File: config.mk
export PLATFORM = sky130hd
export DESIGN_NAME = formula_sweep_driver
export DESIGN_NICKNAME = d
export VERILOG_FILES = /design/src/rtl/formula_sweep_driver.sv
export SDC_FILE = /design/constraint.sdc
export NUM_CORES = 1
export LEC_CHECK = 0
export ABC_CLOCK_PERIOD_IN_PS = 2400
export CORE_MARGIN = 5
export CORE_UTILIZATION = 45
export DETAILED_ROUTE_END_ITERATION = 10
export PLACE_DENSITY_LB_ADDON = 0.08
export SLEW_MARGIN = 10
export SYNTH_ARGS = -nofsm -noshare
export SYNTH_HDL_FRONTEND = slang
export SYNTH_SLANG_ARGS = --single-unit
File: constraint.sdc
create_clock -name clk -period 2.4 [get_ports clk]
set_input_delay 0.72 -clock clk [delete_from_list [all_inputs] [get_ports clk]]
set_output_delay 0.72 -clock clk [all_outputs]
set_load 0.02 [all_outputs]
File: src/rtl/formula_sweep_driver.sv
// formula_sweep_driver
// Walks every assignment of the free formula variables on a registered bus,
// samples the formula's single-bit output after a settle window, and reports
// the satisfying count, the first counterexample and an overall pass flag.
module formula_sweep_driver #(
   parameter int N_VARS = 19,
   parameter int SETTLE = 1
) (
   input  logic              clk,
   input  logic              rst_n,
   input  logic              start,
   input  logic              abort,
   input  logic              stop_on_fail,
   input  logic [N_VARS-1:0] mask_i,
   input  logic [N_VARS-1:0] fix_i,
   output logic [N_VARS-1:0] assign_o,
   input  logic              formula_i,
   output logic              busy,
   output logic              done,
   output logic              pass,
   output logic              cex_valid,
   output logic [N_VARS-1:0] cex,
   output logic [N_VARS:0]   sat_count
);

   localparam logic [1:0] S_IDLE = 2'd0;
   localparam logic [1:0] S_HOLD = 2'd1;
   localparam logic [1:0] S_DONE = 2'd2;

   // Settle counter counts down from SETTLE-1; a sample is taken when it is 0.
   localparam int              CW          = (SETTLE > 1) ? $clog2(SETTLE) : 1;
   localparam logic [CW-1:0]   SETTLE_LAST = CW'(SETTLE - 1);
   localparam logic [CW-1:0]   CNT_ONE     = CW'(1);
   localparam logic [N_VARS-1:0] VAR_ONE   = N_VARS'(1);
   localparam logic [N_VARS:0]   SAT_ONE   = (N_VARS + 1)'(1);

   logic [1:0]        state;
   logic [N_VARS-1:0] mask_q;
   logic [N_VARS-1:0] fix_q;
   logic              sof_q;
   logic [CW-1:0]     settle_cnt;

   logic              last;
   logic              fail_new;
   logic [N_VARS-1:0] next_assign;

   // Fixed bits are forced to 1 so the +1 carry ripples straight across them,
   // making the free bits count in binary order; fixed values are then restored.
   assign next_assign = (((assign_o | mask_q) + VAR_ONE) & ~mask_q) | (fix_q & mask_q);
   assign last        = &(assign_o | mask_q);
   assign fail_new    = !formula_i && !cex_valid;

   assign busy = (state == S_HOLD);
   assign done = (state == S_DONE);

   // Sweep FSM and result datapath: latch at start, sample/advance in HOLD.
   always_ff @(posedge clk or negedge rst_n) begin
      if (!rst_n) begin
         state      <= S_IDLE;
         mask_q     <= '0;
         fix_q      <= '0;
         sof_q      <= 1'b0;
         settle_cnt <= '0;
         assign_o   <= '0;
         sat_count  <= '0;
         cex        <= '0;
         cex_valid  <= 1'b0;
         pass       <= 1'b0;
      end else begin
         // NOTE: non-blocking assignments here so every register reads the
         // pre-edge values of the others (e.g. cex captures the held assign_o).
         case (state)
            S_IDLE: begin
               // start takes priority over abort simply because abort is not looked at here
               if (start) begin
                  mask_q     <= mask_i;
                  fix_q      <= fix_i;
                  sof_q      <= stop_on_fail;
                  assign_o   <= fix_i & mask_i;
                  sat_count  <= '0;
                  cex        <= '0;
                  cex_valid  <= 1'b0;
                  pass       <= 1'b0;
                  settle_cnt <= SETTLE_LAST;
                  state      <= S_HOLD;
               end
            end
            S_HOLD: begin
               if (abort) begin
                  // Partial results stay visible; any sample due this edge is dropped.
                  pass  <= 1'b0;
                  state <= S_IDLE;
               end else if (settle_cnt != '0) begin
                  settle_cnt <= settle_cnt - CNT_ONE;
               end else begin
                  if (formula_i) begin
                     sat_count <= sat_count + SAT_ONE;
                  end else if (!cex_valid) begin
                     cex       <= assign_o;
                     cex_valid <= 1'b1;
                  end
                  if (last || (fail_new && sof_q)) begin
                     pass  <= !(cex_valid || fail_new);
                     state <= S_DONE;
                  end else begin
                     assign_o   <= next_assign;
                     settle_cnt <= SETTLE_LAST;
                  end
               end
            end
            S_DONE: begin
               state <= S_IDLE;
            end
            default: begin
               state <= S_IDLE;
            end
         endcase
      end
   end

endmodule

**After elaboration in Yosys (flattened, before gate mapping)**

Index checks and enable logic that the tools add are counted.

- Bits in registers: 102
- Latch bits: 0
- Memory bits (writable): 0
- ROM bits: 0
- Input port bits: 44
- Word-level logic and storage cells: 81
- Memories: 0

- Add/subtract/negate cells: 3
- $mul: 0
- Div/mod/pow operators: 0
- Magnitude comparators: 0
- Eq/ne operators: 11
- Shifts and indexed selects: 0
- Mux-type cells: 33
- Bitwise logic cells: 6
- Reduce and logical (&&, ||, !) cells: 18

Operators with widths:

| cell | number |
|---|---|
| $mux 19 | 9 |
| $mux 20 | 4 |
| $pmux 19 s2 | 2 |
| $and 19x19->19 | 3 |
| $pmux 20 s2 | 1 |
| $or 19x19->19 | 2 |
| $add 20x1->20 const B | 1 |
| $add 19x1->19 const B | 1 |
| $not 19->19 | 1 |
| $reduce_and 19->1 | 1 |
| $reduce_and 5->1 | 3 |
| $ne 2x2->1 const B | 7 |
| $mux 1 | 9 |
| $mux 2 | 4 |
| $pmux 1 s2 | 3 |
| $reduce_and 3->1 | 2 |
| $reduce_and 6->1 | 1 |
| $pmux 2 s2 | 1 |
| $reduce_and 4->1 | 1 |
| $logic_not 1->1 | 3 |
| $ne 3x2->1 const B | 1 |
| $ne 3x3->1 const B | 1 |
| $eq 2x1->1 const B | 1 |
| $eq 2x2->1 const B | 1 |
| 6 further kinds | 8 |

**Logic depth before layout (Yosys ltp)**

Gate-level depths: netlist of the first run.

- Word-level depth: 8
- Gate-level depth with buffers: 9

**Least setup slack after synthesis of the first run**

OpenSTA, ideal clock, no wires.

- Path kind: flip-flop to flip-flop
- Start point: reg assign_o[9]
- End point: reg assign_o[5]
- Setup time: 0.121 ns
- Data arrival time: 2.314 ns
- Required time: 2.279 ns
- Setup slack: -0.035 ns
- Stages on the path, launching flop included: 8
- Path buffers: 1
- Clock period less this slack: 2.435 ns
- Path through: dfrtp_1 -> o22ai_2 -> or4_1 -> o41a_1 -> o21ai_4 -> inv_2 -> buf_6 -> a22o_1

- Longest elaborated chain between the ends: 5

Ends and longest elaborated chain:

| element | line | text |
|---|---|---|
| start: declaration | 16 | `output logic [N_VARS-1:0] assign_o,` |
| start signal: assignment | 79 | `assign_o <= fix_i & mask_i;` |
| start signal: assignment | 106 | `assign_o <= next_assign;` |
| $or 19x19->19 | 50 | `assign last = &(assign_o \| mask_q);` |
| $reduce_and 19->1 | 50 |  |
| $logic_or 1x1->1 | 102 | `if (last \|\| (fail_new && sof_q)) begin` |
| $ne 2x2->1 (no line) | n/a |  |
| $reduce_and 5->1 (no line) | n/a |  |

Every way passes these cells.
A chain may end at the register's enable or synchronous reset.

**Worst setup path in the final report of the first run**

- Start point: reg mask_q[10]
- End point: reg assign_o[16]

- Longest elaborated chain between the ends: 8
- Elaborated cells on any way between the ends: 12
- Those cells by class: add/sub (1); eq/ne (1); mux (4); bitwise (3); reduce/logical (3)

Ends and longest elaborated chain:

| element | line | text |
|---|---|---|
| start: declaration | 38 | `logic [N_VARS-1:0] mask_q;` |
| start signal: assignment | 76 | `mask_q <= mask_i;` |
| $or 19x19->19 (*) | 49, 50 |  |
| $add 19x1->19 | 49 | `assign next_assign = (((assign_o \| mask_q) + VAR_ONE) & ~mask_q) \| (fix_q & mask_q);` |
| $and 19x19->19 | 49 |  |
| $or 19x19->19 | 49 |  |
| $mux 19 | 102 |  |
| $mux 19 | 93 | `end else if (settle_cnt != '0) begin` |
| $mux 19 | 89 | `if (abort) begin` |
| $pmux 19 s2 | 72 | `case (state)` |

Every way passes the cells marked *; elsewhere a longest branch is shown, timed or not. The select of a mux whose other input is x is not followed.

==> impl_metrics.tcl, run 1 <==
set metrics [dict create \
    crit_arrival_ns 2.61 \
    synth_warnings 0 \
    grt_pass1_wl_um 24300 \
    power.total_mw 8.72 \
    crit_path_max_fanout 10 \
    grt_pass1_vias 4832 \
    num-fill-cells 1005 \
    grt_max_degree 42 \
    die-area_mm2 0.0136 \
    grt_antenna_before_repair 0 \
    async_reset_ff_frac 1.00 \
    final_common_cell "nand2_1" \
    vias 4875 \
    hold_class "input pin to asynchronous set/reset pin" \
    nNetsFinal 770 \
    post-route-drc-count 0 \
    final_util 0.620 \
    antenna_cells 0 \
    ir_worst_vdd_mv 0.573 \
    slew_headroom 0.671 \
    drtAntennaViolNets 0 \
    postLayoutSetupSlackWorst_ns 0.0879 \
    cts_buffer_depth 2 \
    mostFrequentLayoutCells "163 x nand2_1, 102 x clkdlybuf4s50_1, 99 x dfrtp_1, 48 x buf_4, 40 x o21ai_0" \
    power_density_mw_per_mm2 1240 \
    dp_cells 853 \
    period_share 0.963 \
    preCtsSetupSlack_ns -0.233 \
    hpwl_um 10700 \
    endpoint_kind "flip-flop" \
    clock-root-buffer "clkbuf_16" \
    clk_pin_slew_ns 0.07 \
    syn-num-nets 634 \
    std_cell_rows 39 \
    cts_max_level 3 \
    place.gp.congestion 0.830 \
    ys_ff_latch 101 \
    clock_skew_ns 0.00719 \
    synth_area_mm2 0.00513 \
    syn_area_per_cell_um2 8.73 \
    tightestPinTransition_ns 0.493 \
    p_leak_nw 3.07 \
    crit_path_start_kind "flip-flop" \
    core_mm2 0.0113 \
    cts_sinks 101 \
    ys_seq_area_frac 0.493 \
    grt_usage 0.227 \
    worstSetupPathType "flip-flop to flip-flop" \
    min_period_ns 2.31 \
    die_w_um 117 \
    finalNonFillerCells 872 \
    synth_edf_count 0 \
    syn-instance-count 588 \
    wl_per_cell_um 17.0 \
    hold_viol 0 \
    finalSetupViolations 0 \
    final_max_slew_viol_count 0 \
    clock_latency_ns 0.35 \
    dieHeight_um 117 \
    drive_above_1_share 0.117 \
    cp.required_ns 2.70 \
    hold_slack_ns 0.327 \
    synthFlopType "dfrtp_1" \
    r2r_cells 6 \
    status "finished clean" \
    fmax_mhz 433 \
    drv_cap 0 \
    cts_made_buffers 9 \
    grt_overflow 0 \
    port_buffers 105 \
    wirelength_um 14900 \
    area_growth_pct 36.8 \
    initial_utilization 0.453 \
    cts_tree "done" \
    drtIter0Drc 464 \
    drt-pass1-iter-count 5 \
    io_pins 106 \
    synth_cell_types 62 \
    routed_via_density 5.59 \
]
==> state kept, by name, summed over array words and instances (netlist names) <==
signal,flops
sof_q,1
assign_o,19
state,2
cex,19
mask_q,19
cex_valid,1
pass,1
sat_count,20
fix_q,19
==> per-stage QoR <==
step,instance area [µm²],TNS (ns)
final,7020,0
after global routing,7020,-0.0138
after CTS,6980,0
after detailed placement,6670,-5.25
after global placement,6670,-4.16
after floorplan,5130,0
==> cell families (layout without fill, tap and decap cells) <==
kind of cell	after synthesis	after routing	share of synthesized area
multiplexers	8	8	0.0168
flip-flops	101	101	0.493
AO/OA/AOI/OAI	142	142	0.190
AND/OR/NAND/NOR	276	276	0.237
adder cells (fa/ha/maj)	2	2	0.00488
XOR/XNOR	15	15	0.0256
buffers and inverters	44	185	0.0339
==> critical path, stage by stage, from the launching register on <==
cell and delay, ns:
dfrtp_1 0.37, o22ai_1 0.12, or4_1 0.57, buf_4 0.21
or4_1 0.49, a221oi_1 0.30, o22a_1 0.19
==> worst paths after layout <==
kind | end | slack (ns) | from
max | assign_o[16]$_DFFE_PN0P_ | 0.09 | mask_q[10]$_DFFE_PN0P_
min | sat_count[7]$_DFFE_PN0P_ | 0.33 | rst_n
max reg2reg | assign_o[16]$_DFFE_PN0P_ | 0.09 | mask_q[10]$_DFFE_PN0P_
min reg2reg | fix_q[3]$_DFFE_PN0P_ | 0.48 | fix_q[3]$_DFFE_PN0P_
max in group asynchronous | mask_q[7]$_DFFE_PN0P_ | 1.52 | rst_n
min in group clk | fix_q[3]$_DFFE_PN0P_ | 0.48 | fix_q[3]$_DFFE_PN0P_
==> area by class of cell <==
class                   count  area (µm²)  share of cell area
clock buffers               9         225              0.0321
inverters                  12        47.5             0.00677
multi-input cells         443        2450               0.350
repair buffers            157        1500               0.214
well taps                 143         179              0.0255
clock inverters             7        80.1              0.0114
flip-flops and latches    101        2530               0.360
==> synth_stat cells, types with 2 or more instances <==
| cell | n | area (µm²) |
|---|---|---|
| a32oi_1 | 3 | 26.3 |
| a22o_1 | 10 | 87.6 |
| nor4_1 | 8 | 50.1 |
| buf_1 | 4 | 15.0 |
| o21ai_0 | 41 | 205 |
| o31a_1 | 2 | 17.5 |
| nor3b_1 | 3 | 22.5 |
| a211o_1 | 2 | 17.5 |
| o311ai_0 | 2 | 17.5 |
| o22ai_1 | 6 | 37.5 |
| and2_1 | 2 | 12.5 |
| mux2_1 | 5 | 56.3 |
| a21o_1 | 3 | 22.5 |
| or2_2 | 3 | 18.8 |
| or4_1 | 5 | 37.5 |
| nand2_1 | 163 | 612 |
| nor2_1 | 37 | 139 |
| nor2b_1 | 5 | 31.3 |
| o2bb2ai_1 | 3 | 26.3 |
| o31ai_1 | 7 | 52.6 |
| a21oi_1 | 18 | 90.1 |
| or3_1 | 6 | 37.5 |
| nor3_1 | 12 | 60.1 |
| mux2i_1 | 3 | 30.0 |
| o211ai_1 | 11 | 82.6 |
| o21bai_1 | 3 | 22.5 |
| and3_1 | 4 | 25.0 |
| xnor2_1 | 15 | 131 |
| nand3_1 | 15 | 75.1 |
| clkbuf_1 | 26 | 97.6 |
| a221oi_1 | 3 | 26.3 |
| a31oi_1 | 7 | 43.8 |
| a211oi_1 | 2 | 15.0 |
| o22a_1 | 3 | 26.3 |
| inv_1 | 11 | 41.3 |
| nand2b_1 | 4 | 25.0 |
| nand4_1 | 4 | 25.0 |
| ha_1 | 2 | 25.0 |
| dfrtp_1 | 101 | 2530 |
| o41ai_1 | 2 | 17.5 |
==> where the power goes <==
part	switching, mW	internal (mW)
clock network	0.690	0.822
registers	0.568	2.34
logic	2.40	1.91
==> repair_timing <==
| item | in CTS | in global routing |
|---|---|---|
| pin swaps | 0 | 2 |
| hold buffers | 0 | 0 |
| buffers inserted | 0 | 3 |
| resized for setup | 1 | 4 |
| endpoints found under the setup margin | 1 | 3 |
==> per-layer routing <==
metal | vias to the layer above | share of wire | global-route usage
li1 | 2353 | - | -
met1 | 2341 | 0.46 | 0.315
met2 | 158 | 0.47 | 0.364
met3 | 23 | 0.053 | 0.0288
met4 | 0 | 0.021 | 0.0864
met5 | - | 0 | 0
Power figures use the tool's default switching activity.
==> run 2, diff against run 1 <==
--- a/config.mk
+++ b/config.mk
@@ -5,7 +5,7 @@
 export SDC_FILE = /design/constraint.sdc
 export NUM_CORES = 1
 export LEC_CHECK = 0
-export ABC_CLOCK_PERIOD_IN_PS = 2400
+export ABC_CLOCK_PERIOD_IN_PS = 2500
 export CORE_MARGIN = 5
 export CORE_UTILIZATION = 45
 export DETAILED_ROUTE_END_ITERATION = 10
@@ -14,3 +14,4 @@
 export SYNTH_ARGS = -nofsm -noshare
 export SYNTH_HDL_FRONTEND = slang
 export SYNTH_SLANG_ARGS = --single-unit
+export TNS_END_PERCENT = 50
==> constraint.sdc (replaced) <==
create_clock -name clk -period 2.5 [get_ports clk]
set_input_delay 0.75 -clock clk [delete_from_list [all_inputs] [get_ports clk]]
set_output_delay 0.75 -clock clk [all_outputs]
set_load 0.02 [all_outputs]
==> impl_metrics.tcl, run 2 (synthesized netlist as in run 1, its figures left out) <==
set metrics [dict create \
    status "finished clean" \
    std_cell_rows 39 \
    cts_max_level 3 \
    clock_latency_ns 0.35 \
    finalSetupViolations 0 \
    cts_tree "done" \
    place.gp.congestion 0.847 \
    crit_arrival_ns 2.66 \
    wirelength_um 14700 \
    top_register "sat_count" \
    grt_antenna_before_repair 0 \
    nNetsFinal 763 \
    post-route-drc-count 0 \
    initial_utilization 0.453 \
    drt-pass1-iter-count 5 \
    grt_pass1_vias 4702 \
    die_w_um 117 \
    switchingPower_mw 3.40 \
    drive_above_1_share 0.101 \
    cts_buffer_depth 2 \
    port_buffers 105 \
    preCtsSetupSlack_ns -0.164 \
    dieHeight_um 117 \
    worstSetupPathType "flip-flop to flip-flop" \
    wl_per_cell_um 17.0 \
    die-area_mm2 0.0136 \
    power_frac_seq 0.351 \
    largest_reg_flops 20 \
    area_growth_pct 34.4 \
    grt_overflow 0 \
    crit_path_max_fanout 9 \
    ir_worst_vdd_mv 0.551 \
    grt_max_degree 41 \
    io_pins 106 \
    clk_pin_slew_ns 0.06 \
    p_sw_frac 0.420 \
    p_int_mw 4.68 \
    rsz0062_at_grt "false" \
    min_period_ns 2.43 \
    final_max_slew_viol_count 0 \
    drtAntennaViolNets 0 \
    endpoint_kind "flip-flop" \
    vias 4786 \
    grt_usage 0.227 \
    slew_headroom 0.659 \
    grt_pass1_wl_um 24000 \
    crit_path_start_kind "flip-flop" \
    clkPwrFrac 0.162 \
    power.total_mw 8.08 \
    power_density_mw_per_mm2 1170 \
    postLayoutSetupSlackWorst_ns 0.0742 \
    cp.required_ns 2.73 \
    drtIter0Drc 280 \
    power_frac_comb 0.487 \
    fmax_mhz 412 \
    drv_cap 0 \
    hold_viol 0 \
    mostFrequentLayoutCells "163 x nand2_1, 104 x clkdlybuf4s50_1, 100 x dfrtp_1, 42 x buf_4, 40 x o21ai_0" \
    clock-root-buffer "clkbuf_16" \
    clock_skew_ns 0.00563 \
    cts_sinks 101 \
    antenna_cells 0 \
    postCtsSetupBuffers 0 \
    hold_class "input pin to asynchronous set/reset pin" \
    period_share 0.970 \
    routed_via_density 5.55 \
    final_common_cell "nand2_1" \
    cts_made_buffers 9 \
    hpwl_um 10700 \
    core_mm2 0.0113 \
    p_leak_nw 3.01 \
    tightestPinTransition_ns 0.512 \
]
-- run 2: cell count changes in the layout (fill, tap and decap cells not counted), moves of 2 or more --
| cell | change |
|---|---|
| buf_4 | -6 |
| clkdlybuf4s50_1 | +2 |
| inv_6 | -3 |
| clkinv_2 | +2 |
| clkbuf_8 | +2 |
| clkinvlp_4 | -2 |
-- run 2: final timing paths --
| path | endpoint | start | depth (start not counted) | slack (ns) |
|---|---|---|---|---|
| hold / removal | sat_count[5]$_DFFE_PN0P_ | rst_n | 1 | 0.36 |
| max in group asynchronous | fix_q[18]$_DFFE_PN0P_ | rst_n | 2 | 1.57 |
| hold reg to reg | fix_q[3]$_DFFE_PN0P_ | fix_q[3]$_DFFE_PN0P_ | 2 | 0.47 |
| setup reg to reg | assign_o[9]$_DFFE_PN0P_ | mask_q[9]$_DFFE_PN0P_ | 7 | 0.07 |
| min in group clk | fix_q[3]$_DFFE_PN0P_ | fix_q[3]$_DFFE_PN0P_ | 2 | 0.47 |
| setup / recovery | assign_o[9]$_DFFE_PN0P_ | mask_q[9]$_DFFE_PN0P_ | 7 | 0.07 |
-- run 2: timing repair --
item / in CTS / in global routing
hold buffers: 0 / 0
endpoints found under the setup margin: 1 / 0
hold endpoints to repair: 0 / 0
resized for setup: 1 / 0
-- run 2: worst max-delay path, stage by stage, from the launching register on --
cell and delay [ns]:
dfrtp_1 0.42, o22ai_2 0.12, or4_1 0.58, o41a_1 0.50
o21ai_4 0.15, inv_2 0.11, buf_4 0.20, a32o_1 0.22
-- run 2: power groups by stage --
stage	clock, mW	sequential (mW)	combinational, mW
2_1_floorplan	0	3.05	1.98
3_3_place_gp	0	2.83	3.86
3_5_place_dp	0	2.85	3.95
4_1_cts	1.34	2.83	3.96
5_1_grt	1.39	2.92	4.32
6_report	1.30	2.84	3.94
-- run 2: cell type report --
type | instances | area [µm²]
fillers | 1026 | 4420
flip-flops and latches | 101 | 2530
multi-input cells | 443 | 2440
repair buffers | 150 | 1440
clock buffers | 12 | 256
well taps | 143 | 179
inverters | 12 | 45.0
clock inverters | 2 | 10.0
-- run 2: routing by layer --
metal  wire length (µm)  track usage  up-vias  share of wire
met1               6880        0.315     2311           0.47
met4                306       0.0933        0          0.021
met2               6830        0.360      131           0.47
li1                   -            -     2326              -
met5                  0            0        -              0
met3                667       0.0303       18          0.045
-- run 2: per-stage QoR --
stage | hold WS, ns | util | TNS, ns | cells | area [µm²]
2_1_floorplan | 0.437 | - | 0 | 588 | 5130
3_3_place_gp | 0.451 | 0.586 | -1.47 | 849 | 6630
3_5_place_dp | 0.455 | 0.586 | -2.15 | 849 | 6630
4_1_cts | 0.375 | 0.609 | 0 | 863 | 6900
5_1_grt | 0.395 | 0.609 | 0 | 863 | 6900
6_report | 0.363 | 0.609 | 0 | 863 | 6900
